**src/rtl/lsu_ctrl_pkg.sv**
```systemverilog
// Shared encodings and helpers for the load/store sequencer.
package lsu_ctrl_pkg;

    localparam int unsigned XREG_ADDRWIDTH = 5;
    localparam int unsigned LSU_TIMEOUT    = 16;

    // Upstream load/store type flags (one-hot, zero = no access).
    localparam logic [4:0] NO_LOAD  = 5'b00000;
    localparam logic [4:0] LOAD_B   = 5'b00001;
    localparam logic [4:0] LOAD_H   = 5'b00010;
    localparam logic [4:0] LOAD_W   = 5'b00100;
    localparam logic [4:0] LOAD_BU  = 5'b01000;
    localparam logic [4:0] LOAD_HU  = 5'b10000;

    localparam logic [2:0] NO_STORE = 3'b000;
    localparam logic [2:0] STORE_B  = 3'b001;
    localparam logic [2:0] STORE_H  = 3'b010;
    localparam logic [2:0] STORE_W  = 3'b100;

    // Byte-lane base masks, shifted by the low address bits.
    localparam logic [3:0] STRB_B = 4'b0001;
    localparam logic [3:0] STRB_H = 4'b0011;
    localparam logic [3:0] STRB_W = 4'b1111;

    typedef enum logic [1:0] {
        LSU_IDLE,
        LSU_REQ,
        LSU_WB
    } lsu_state_e;

    typedef enum logic [2:0] {
        OP_LB,
        OP_LH,
        OP_LW,
        OP_LBU,
        OP_LHU,
        OP_SB,
        OP_SH,
        OP_SW
    } lsu_op_e;

    // Collapse the flag pair into one operation; a load wins over a store.
    function automatic lsu_op_e decode_op(input logic [4:0] lf, input logic [2:0] sf);
        lsu_op_e op;
        if (lf != NO_LOAD) begin
            case (lf)
                LOAD_B:  op = OP_LB;
                LOAD_H:  op = OP_LH;
                LOAD_BU: op = OP_LBU;
                LOAD_HU: op = OP_LHU;
                default: op = OP_LW;
            endcase
        end else begin
            case (sf)
                STORE_B: op = OP_SB;
                STORE_H: op = OP_SH;
                default: op = OP_SW;
            endcase
        end
        return op;
    endfunction

    function automatic logic op_is_store(input lsu_op_e op);
        return (op == OP_SB) || (op == OP_SH) || (op == OP_SW);
    endfunction

    function automatic logic op_aligned(input lsu_op_e op, input logic [1:0] lo);
        logic ok;
        case (op)
            OP_LH, OP_LHU, OP_SH: ok = (lo[0] == 1'b0);
            OP_LW, OP_SW:         ok = (lo == 2'b00);
            default:              ok = 1'b1;
        endcase
        return ok;
    endfunction

    function automatic logic [3:0] op_strb(input lsu_op_e op, input logic [1:0] lo);
        logic [3:0] s;
        case (op)
            OP_SB:   s = STRB_B << lo;
            OP_SH:   s = STRB_H << lo;
            OP_SW:   s = STRB_W;
            default: s = '0;
        endcase
        return s;
    endfunction

endpackage

```
**src/rtl/lsu_ctrl_if.sv**
```systemverilog
// Single data-memory port: req/ack handshake with byte strobes.
interface lsu_ctrl_if #(
    parameter int unsigned XLEN = 32
);
    logic            mem_req;
    logic            mem_we;
    logic [XLEN-1:0] mem_addr;
    logic [XLEN-1:0] mem_wdata;
    logic [3:0]      mem_wstrb;
    logic            mem_ack;
    logic [XLEN-1:0] mem_rdata;

    modport master (
        output mem_req, mem_we, mem_addr, mem_wdata, mem_wstrb,
        input  mem_ack, mem_rdata
    );

    modport slave (
        input  mem_req, mem_we, mem_addr, mem_wdata, mem_wstrb,
        output mem_ack, mem_rdata
    );
endinterface

```
**src/rtl/lsu_ctrl_load_fmt.sv**
```systemverilog
// Load result formatter: lane select by low address bits, then extension.
module lsu_ctrl_load_fmt
    import lsu_ctrl_pkg::*;
#(
    parameter int unsigned XLEN = 32
) (
    input  logic [XLEN-1:0] rdata_i,
    input  logic [1:0]      addr_lo_i,
    input  lsu_op_e         op_i,
    output logic [XLEN-1:0] data_o
);

    logic [7:0]  byte_sel;
    logic [15:0] half_sel;

    assign byte_sel = 8'(rdata_i >> {addr_lo_i, 3'b000});
    assign half_sel = 16'(rdata_i >> {addr_lo_i, 3'b000});

    // Pick the addressed lane and sign/zero extend to XLEN.
    always_comb begin
        data_o = rdata_i;
        case (op_i)
            OP_LB:   data_o = {{(XLEN-8){byte_sel[7]}}, byte_sel};
            OP_LBU:  data_o = {{(XLEN-8){1'b0}}, byte_sel};
            OP_LH:   data_o = {{(XLEN-16){half_sel[15]}}, half_sel};
            OP_LHU:  data_o = {{(XLEN-16){1'b0}}, half_sel};
            default: data_o = rdata_i;
        endcase
    end

endmodule

```
**src/rtl/lsu_ctrl.sv**
```systemverilog
// Load/store sequencer between EXU and the data-memory port.
module lsu_ctrl
    import lsu_ctrl_pkg::*;
#(
    parameter int unsigned XLEN           = 32,
    parameter int unsigned TIMEOUT_CYCLES = LSU_TIMEOUT
) (
    input  logic                      clk,
    input  logic                      rst,
    input  logic                      valid_in,
    input  logic [4:0]                load_flag_in,
    input  logic [2:0]                store_flag_in,
    input  logic [XLEN-1:0]           addr_in,
    input  logic [XLEN-1:0]           store_data_in,
    input  logic                      rd_en_in,
    input  logic [XREG_ADDRWIDTH-1:0] rd_addr_in,
    output logic                      stall_out,
    lsu_ctrl_if.master                mem,
    output logic                      wb_valid,
    output logic [XREG_ADDRWIDTH-1:0] wb_rd_addr,
    output logic [XLEN-1:0]           wb_data,
    output logic                      misalign_out,
    output logic                      bus_err_out
);

    localparam int unsigned CNT_W = $clog2(TIMEOUT_CYCLES + 1);

    lsu_state_e                state_q;
    lsu_op_e                   op_q;
    logic [1:0]                addr_lo_q;
    logic                      rd_en_q;
    logic [XREG_ADDRWIDTH-1:0] rd_addr_q;
    logic [CNT_W-1:0]          cnt_q;

    logic                      mem_req_q;
    logic                      mem_we_q;
    logic [XLEN-1:0]           mem_addr_q;
    logic [XLEN-1:0]           mem_wdata_q;
    logic [3:0]                mem_wstrb_q;

    logic                      wb_valid_q;
    logic [XREG_ADDRWIDTH-1:0] wb_rd_addr_q;
    logic [XLEN-1:0]           wb_data_q;
    logic [XLEN-1:0]           wb_data_d;

    lsu_op_e                   in_op;
    logic                      start;
    logic                      aligned;
    logic                      in_idle;
    logic                      in_req;
    logic                      cur_store;
    logic                      timeout_hit;

    function automatic logic [XLEN-1:0] store_lanes(input lsu_op_e op, input logic [XLEN-1:0] d);
        logic [XLEN-1:0] w;
        case (op)
            OP_SB:   w = {(XLEN/8){d[7:0]}};
            OP_SH:   w = {(XLEN/16){d[15:0]}};
            OP_SW:   w = d;
            default: w = '0;
        endcase
        return w;
    endfunction

    assign in_op       = decode_op(load_flag_in, store_flag_in);
    assign start       = valid_in && ((load_flag_in != NO_LOAD) || (store_flag_in != NO_STORE));
    assign aligned     = op_aligned(in_op, addr_in[1:0]);
    assign in_idle     = (state_q == LSU_IDLE);
    assign in_req      = (state_q == LSU_REQ);
    assign cur_store   = op_is_store(op_q);
    assign timeout_hit = in_req && !mem.mem_ack && (cnt_q == CNT_W'(TIMEOUT_CYCLES - 1));

    // Cycle-exact status: these react to the current inputs and ack.
    assign misalign_out = in_idle && start && !aligned;
    assign bus_err_out  = timeout_hit;
    assign stall_out    = (in_idle && start && aligned) || (in_req && !(mem.mem_ack && cur_store));

    lsu_ctrl_load_fmt #(
        .XLEN (XLEN)
    ) u_fmt (
        .rdata_i   (mem.mem_rdata),
        .addr_lo_i (addr_lo_q),
        .op_i      (op_q),
        .data_o    (wb_data_d)
    );

    // Sequencer FSM with registered bus and writeback outputs.
    always_ff @(posedge clk or posedge rst) begin
        if (rst) begin
            state_q      <= LSU_IDLE;
            op_q         <= OP_LB;
            addr_lo_q    <= '0;
            rd_en_q      <= 1'b0;
            rd_addr_q    <= '0;
            cnt_q        <= '0;
            mem_req_q    <= 1'b0;
            mem_we_q     <= 1'b0;
            mem_addr_q   <= '0;
            mem_wdata_q  <= '0;
            mem_wstrb_q  <= '0;
            wb_valid_q   <= 1'b0;
            wb_rd_addr_q <= '0;
            wb_data_q    <= '0;
        end else begin
            wb_valid_q <= 1'b0;
            case (state_q)
                LSU_IDLE: begin
                    if (start && aligned) begin
                        op_q        <= in_op;
                        addr_lo_q   <= addr_in[1:0];
                        rd_en_q     <= rd_en_in;
                        rd_addr_q   <= rd_addr_in;
                        cnt_q       <= '0;
                        mem_req_q   <= 1'b1;
                        mem_we_q    <= op_is_store(in_op);
                        mem_addr_q  <= {addr_in[XLEN-1:2], 2'b00};
                        mem_wdata_q <= store_lanes(in_op, store_data_in);
                        mem_wstrb_q <= op_strb(in_op, addr_in[1:0]);
                        state_q     <= LSU_REQ;
                    end
                end
                LSU_REQ: begin
                    // Ack has priority over a timeout in the same cycle.
                    if (mem.mem_ack) begin
                        mem_req_q   <= 1'b0;
                        mem_we_q    <= 1'b0;
                        mem_wstrb_q <= '0;
                        if (cur_store) begin
                            state_q <= LSU_IDLE;
                        end else begin
                            wb_valid_q   <= rd_en_q && (rd_addr_q != '0);
                            wb_rd_addr_q <= rd_addr_q;
                            wb_data_q    <= wb_data_d;
                            state_q      <= LSU_WB;
                        end
                    end else if (timeout_hit) begin
                        mem_req_q   <= 1'b0;
                        mem_we_q    <= 1'b0;
                        mem_wstrb_q <= '0;
                        state_q     <= LSU_IDLE;
                    end else begin
                        cnt_q <= cnt_q + CNT_W'(1);
                    end
                end
                LSU_WB: begin
                    state_q <= LSU_IDLE;
                end
                default: begin
                    state_q <= LSU_IDLE;
                end
            endcase
        end
    end

    assign mem.mem_req   = mem_req_q;
    assign mem.mem_we    = mem_we_q;
    assign mem.mem_addr  = mem_addr_q;
    assign mem.mem_wdata = mem_wdata_q;
    assign mem.mem_wstrb = mem_wstrb_q;

    assign wb_valid   = wb_valid_q;
    assign wb_rd_addr = wb_rd_addr_q;
    assign wb_data    = wb_data_q;

endmodule

```
**src/flat_wrapper.sv**
```systemverilog
// flat-port wrapper written by rule: the top's interface ports become plain ports
module lsu_ctrl_flat import lsu_ctrl_pkg::*;
#(
    parameter int unsigned XLEN           = 32,
    parameter int unsigned TIMEOUT_CYCLES = LSU_TIMEOUT
)
  (clk, rst, valid_in, load_flag_in, store_flag_in, addr_in, store_data_in, rd_en_in, rd_addr_in, stall_out, wb_valid, wb_rd_addr, wb_data, misalign_out, bus_err_out, mem_mem_req, mem_mem_we, mem_mem_addr, mem_mem_wdata, mem_mem_wstrb, mem_mem_ack, mem_mem_rdata);
  lsu_ctrl_if #(.XLEN(XLEN)) mem_i ();
  input  logic clk;
  input  logic rst;
  input  logic valid_in;
  input  logic [4:0] load_flag_in;
  input  logic [2:0] store_flag_in;
  input  logic [XLEN-1:0] addr_in;
  input  logic [XLEN-1:0] store_data_in;
  input  logic rd_en_in;
  input  logic [XREG_ADDRWIDTH-1:0] rd_addr_in;
  output logic stall_out;
  output logic wb_valid;
  output logic [XREG_ADDRWIDTH-1:0] wb_rd_addr;
  output logic [XLEN-1:0] wb_data;
  output logic misalign_out;
  output logic bus_err_out;
  output wire logic [$bits(mem_i.mem_req)-1:0] mem_mem_req;
  output wire logic [$bits(mem_i.mem_we)-1:0] mem_mem_we;
  output wire logic [$bits(mem_i.mem_addr)-1:0] mem_mem_addr;
  output wire logic [$bits(mem_i.mem_wdata)-1:0] mem_mem_wdata;
  output wire logic [$bits(mem_i.mem_wstrb)-1:0] mem_mem_wstrb;
  input wire logic [$bits(mem_i.mem_ack)-1:0] mem_mem_ack;
  input wire logic [$bits(mem_i.mem_rdata)-1:0] mem_mem_rdata;
  assign mem_mem_req = mem_i.mem_req;
  assign mem_mem_we = mem_i.mem_we;
  assign mem_mem_addr = mem_i.mem_addr;
  assign mem_mem_wdata = mem_i.mem_wdata;
  assign mem_mem_wstrb = mem_i.mem_wstrb;
  assign mem_i.mem_ack = mem_mem_ack;
  assign mem_i.mem_rdata = mem_mem_rdata;
  lsu_ctrl #(.XLEN(XLEN), .TIMEOUT_CYCLES(TIMEOUT_CYCLES)) u_core (.clk(clk), .rst(rst), .valid_in(valid_in), .load_flag_in(load_flag_in), .store_flag_in(store_flag_in), .addr_in(addr_in), .store_data_in(store_data_in), .rd_en_in(rd_en_in), .rd_addr_in(rd_addr_in), .stall_out(stall_out), .mem(mem_i), .wb_valid(wb_valid), .wb_rd_addr(wb_rd_addr), .wb_data(wb_data), .misalign_out(misalign_out), .bus_err_out(bus_err_out));
endmodule
```
**config.mk**
```make
export PLATFORM = sky130hd
export DESIGN_NAME = lsu_ctrl_flat
export DESIGN_NICKNAME = d
export VERILOG_FILES = /design/src/rtl/lsu_ctrl_pkg.sv /design/src/rtl/lsu_ctrl_if.sv /design/src/rtl/lsu_ctrl_load_fmt.sv /design/src/rtl/lsu_ctrl.sv /design/src/flat_wrapper.sv
export SDC_FILE = /design/constraint.sdc
export NUM_CORES = 1
export LEC_CHECK = 0
export CAP_MARGIN = 10
export CORE_AREA = 5 5 136 138
export CTS_BUF_LIST = sky130_fd_sc_hd__clkbuf_4
export CTS_CLUSTER_SIZE = 16
export DETAILED_ROUTE_END_ITERATION = 6
export DIE_AREA = 0 0 141 143
export PLACE_DENSITY = 0.7
export SLEW_MARGIN = 30
export SYNTH_ARGS = -nofsm -noshare
export SYNTH_HDL_FRONTEND = slang
export SYNTH_SLANG_ARGS = --single-unit
export TNS_END_PERCENT = 30
```
**constraint.sdc**
```tcl
create_clock -name clk -period 8.5 [get_ports clk]
set_input_delay 1.7 -clock clk [delete_from_list [all_inputs] [get_ports clk]]
set_output_delay 1.7 -clock clk [all_outputs]
set_load 0.005 [all_outputs]
```
==> metrics.md <==
| Metric | Value |
|---|---|
| Root buffer cell | `sky130_fd_sc_hd__clkbuf_4` |
| Library cell with the largest summed area after synthesis | `sky130_fd_sc_hd__dfrtp_1` |
| Final ANT Viol Nets | `0` |
| Syn-to-layout area delta | `46.3%` |
| Result of the run | `completed` |
| Fraction of layout cells with a size suffix above 1 | `0.135` |
| GP Congestion | `0.822` |
| Overall Global Routing Usage | `0.184` |
| First drt pass iteration count | `5` |
| Synth cell types | `51` |
| Routed via count | `5,068` |
| Die H | `143 um` |
| Setup TNS | `0 ps` |
| Depth of the most critical reg-to-reg path | `5` |
| Critical path data arrival time | `4860 ps` |
| Number of clock sinks seen by CTS | `124` |
| Reg-to-reg critical path endpoint | `u_core.wb_data[17]` |
| Leading cell types in the layout, fill and taps excluded | `222 x sky130_fd_sc_hd__clkdlybuf4s50_1, 124 x sky130_fd_sc_hd__dfrtp_1, 73 x sky130_fd_sc_hd__nand2_1, 48 x sky130_fd_sc_hd__o21ai_0, 48 x sky130_fd_sc_hd__mux2_2` |
| Normalized max-slew margin | `0.394` |
| Count of routing violations after the opening detailed-route iteration | `209` |
| Count of hold buffers inserted by post-cts repair | `0` |
| Detail-routed via count per cell | `5.04` |
| X dimension of the die | `141 um` |
| Proportion of synthesized chip area in sequential cells | `0.531` |
| HPWL reported at the end of detailed placement | `13.5 mm` |
| Flip-flop and latch count after synthesis | `124` |
| Post-Syn Area per Cell | `10.5 um2` |
| Maximum number of pins on one net before global-route repair | `75` |
| Area of the core | `0.0171 mm2` |
| LEAKAGE | `3.54 nW` |
| Maximum clock insertion buffer count | `2` |
| CP Data Required Time | `6800 ps` |
| Fraction of the cycle the final worst path needs | `0.772` |
| Crit path max fanout | `14` |
| Maximum VDD drop | `0.000157 V` |
| Utilization after layout | `0.501` |
| Cell area after synthesis | `0.00584 mm2` |
| Startpoint of the most critical setup path | `load_flag_in[0]` |
| Final period demand of the worst path | `6560 ps` |
| Asr flop ratio synth | `1.00` |
| Setup Viol. Count Final | `0` |
| Clk pin slew, worst setup/hold paths | `90 ps` |
| Startpoint type of the worst setup path | `primary input` |
| Wire length of the first global-routing pass | `28.9 mm` |
| Post-synthesis instance total | `554` |
| Transition at the pin with the smallest max-transition slack | `906 ps` |
| Total setup buffers inserted after CTS | `0` |
| CTS tree | `yes` |
| DRC violation count after routing | `0` |
| Number of antenna violations at the first check in global routing | `3` |
| Total number of yosys warnings | `0` |
| Die Footprint | `0.0202 mm2` |
| Critical path endpoint | `stall_out` |
| Final hold violation count | `0` |
| Number of buffers inserted during clock tree synthesis | `17` |
| Maximum achievable frequency | `152 MHz` |
| Number of levels the H-tree was split into | `4` |
| Number of instances resized during post-cts repair | `0` |
| Number of slew-limit violations in the final report | `0` |
| Yosys top cell area share | `0.531` |
| Latest clock arrival within the worst-skew pair | `520 ps` |
| Reg2reg setup slack | `5820 ps` |
| Post-layout net count | `881` |
| Category of the most critical setup path | `in -> out` |
| DR WL/cell | `18.4 um` |
| Initial standard-cell utilization of the core | `0.343` |
| Top-level I/O count | `225` |
| Commonest non-fill, non-tap cell in the layout | `sky130_fd_sc_hd__clkdlybuf4s50_1` |
| Quantity of I/O buffers inserted on ports | `222` |
| RSZ-0062 raised after global routing | `false` |
| Areal power density over the cells | `252 mW/mm2` |
| Standard-cell row count | `48` |
| Max Cap Violations | `0` |
| Number of flops mapped to enable cells by yosys | `0` |
| Hold Crit Class | `reg -> reg` |
| Via count of the first global-routing pass | `5,273` |
| Final setup skew | `16.8 ps` |
| Drt total wl | `18.5 mm` |
| Cell types with the largest area share after synthesis | `sky130_fd_sc_hd__dfrtp_1 53%, sky130_fd_sc_hd__mux2_2 9.3%, sky130_fd_sc_hd__nand2_1 4.7%` |
| Critical path endpoint category | `primary output` |
| Most frequently used flop master after synthesis | `sky130_fd_sc_hd__dfrtp_1` |
| Worst r2r src | `u_core.addr_lo_q[1]` |
| Remaining Overflow, GRT | `0` |
[worst min path at each step]
| stage | cells after the start | slack (ps) | from | to |
|---|---|---|---|---|
| floorplan | 2 | 450 | u_core.rd_addr_q[4] | u_core.wb_rd_addr[4] |
| global placement | 2 | 460 | u_core.wb_data[11] | u_core.wb_data[11] |
| detailed placement | 2 | 470 | u_core.wb_rd_addr[4] | u_core.wb_rd_addr[4] |
| CTS | 2 | 490 | u_core.wb_rd_addr[4] | u_core.wb_rd_addr[4] |
| global route | 2 | 520 | u_core.wb_rd_addr[3] | u_core.wb_rd_addr[3] |
| finish | 2 | 480 | u_core.wb_rd_addr[4] | u_core.wb_rd_addr[4] |
[Yosys cell counts, drive strengths merged (2+ instances only)]
library cell,n
mux2i,16
nor2,42
nor2b,4
o22ai,10
mux2,55
and3,3
nor4,2
xor2,2
a32o,4
xnor2,2
nand3,4
a22o,16
buf,19
a31oi,10
a21boi,3
or4,4
nand2,73
o21ai,49
clkbuf,17
dfrtp,124
nor3,2
inv,16
a21oi,45
o21a,2
ha,2
a22oi,6
nand2b,6
[logic make-up after synthesis]
| family | after synthesis | share of synthesized area |
|---|---|---|
| DFF | 124 | 0.531 |
| AOI/OAI and AO/OA | 154 | 0.165 |
| adders and majority gates | 2 | 0.00428 |
| and+or+nand+nor | 145 | 0.108 |
| xor gates and xnor gates | 4 | 0.00600 |
| other | 1 | 0.000642 |
| buffers and inverters | 52 | 0.0437 |
| muxes | 72 | 0.142 |
[per-layer routing]
layer / vias up / GRT usage / wire, um
met5: - / 0 / 13
met4: 2 / 0.0505 / 237
met3: 22 / 0.0867 / 1970
met2: 224 / 0.294 / 8580
met1: 2431 / 0.226 / 7690
li1: 2389 / - / -
[area by class of cell]
class,instances,area (um2)
fill,1645,8510
sequential,124,3100
multi-input combinational,379,2500
timing repair buffer,227,2270
tap,225,282
clock inverter,11,169
clock buffer,21,158
inverter,16,62.6
antenna,2,5.00
[state kept, by name (all words and copies together) (netlist names)]
register / flops
u_core.mem.mem_req: 1
u_core.op_q: 3
u_core.mem.mem_addr: 30
u_core.wb_valid: 1
u_core.rd_addr_q: 5
u_core.mem.mem_wstrb: 4
u_core.rd_en_q: 1
u_core.addr_lo_q: 2
u_core.mem.mem_we: 1
u_core.state_q: 2
u_core.wb_rd_addr: 5
u_core.cnt_q: 5
u_core.wb_data: 32
u_core.mem.mem_wdata: 32
[worst max-delay path, stage by stage]
cell                              delay [ps]
sky130_fd_sc_hd__clkdlybuf4s50_1         550
sky130_fd_sc_hd__or4_4                   610
sky130_fd_sc_hd__o31ai_4                 310
sky130_fd_sc_hd__a31oi_1                 110
sky130_fd_sc_hd__o221ai_2                600
sky130_fd_sc_hd__and2_4                  360
sky130_fd_sc_hd__nand2b_1                130
sky130_fd_sc_hd__clkdlybuf4s50_1         500
[power breakdown]
| group | total (mW) | internal [mW] | switching [mW] | leakage [nW] |
|---|---|---|---|---|
| logic | 0.799 | 0.475 | 0.324 | 1.82 |
| registers | 0.885 | 0.766 | 0.119 | 1.55 |
| clock network | 0.473 | 0.246 | 0.226 | 0.177 |
[metrics by stage]
step | cell area, um2 | std cells | power, mW | hold WS [ps] | setup slack, ps
final | 8550 | 1005 | 2.16 | 482 | 1940
after global routing | 8550 | 1005 | 2.31 | 524 | 1840
after CTS | 8540 | 1003 | 2.18 | 491 | 1920
after detailed placement | 8210 | 971 | 1.70 | 466 | 1970
after global placement | 8200 | 971 | 1.69 | 461 | 2060
after floorplan | 5850 | 555 | 1.21 | 448 | 3260
Note: power is estimated with default switching activity, not from simulation.
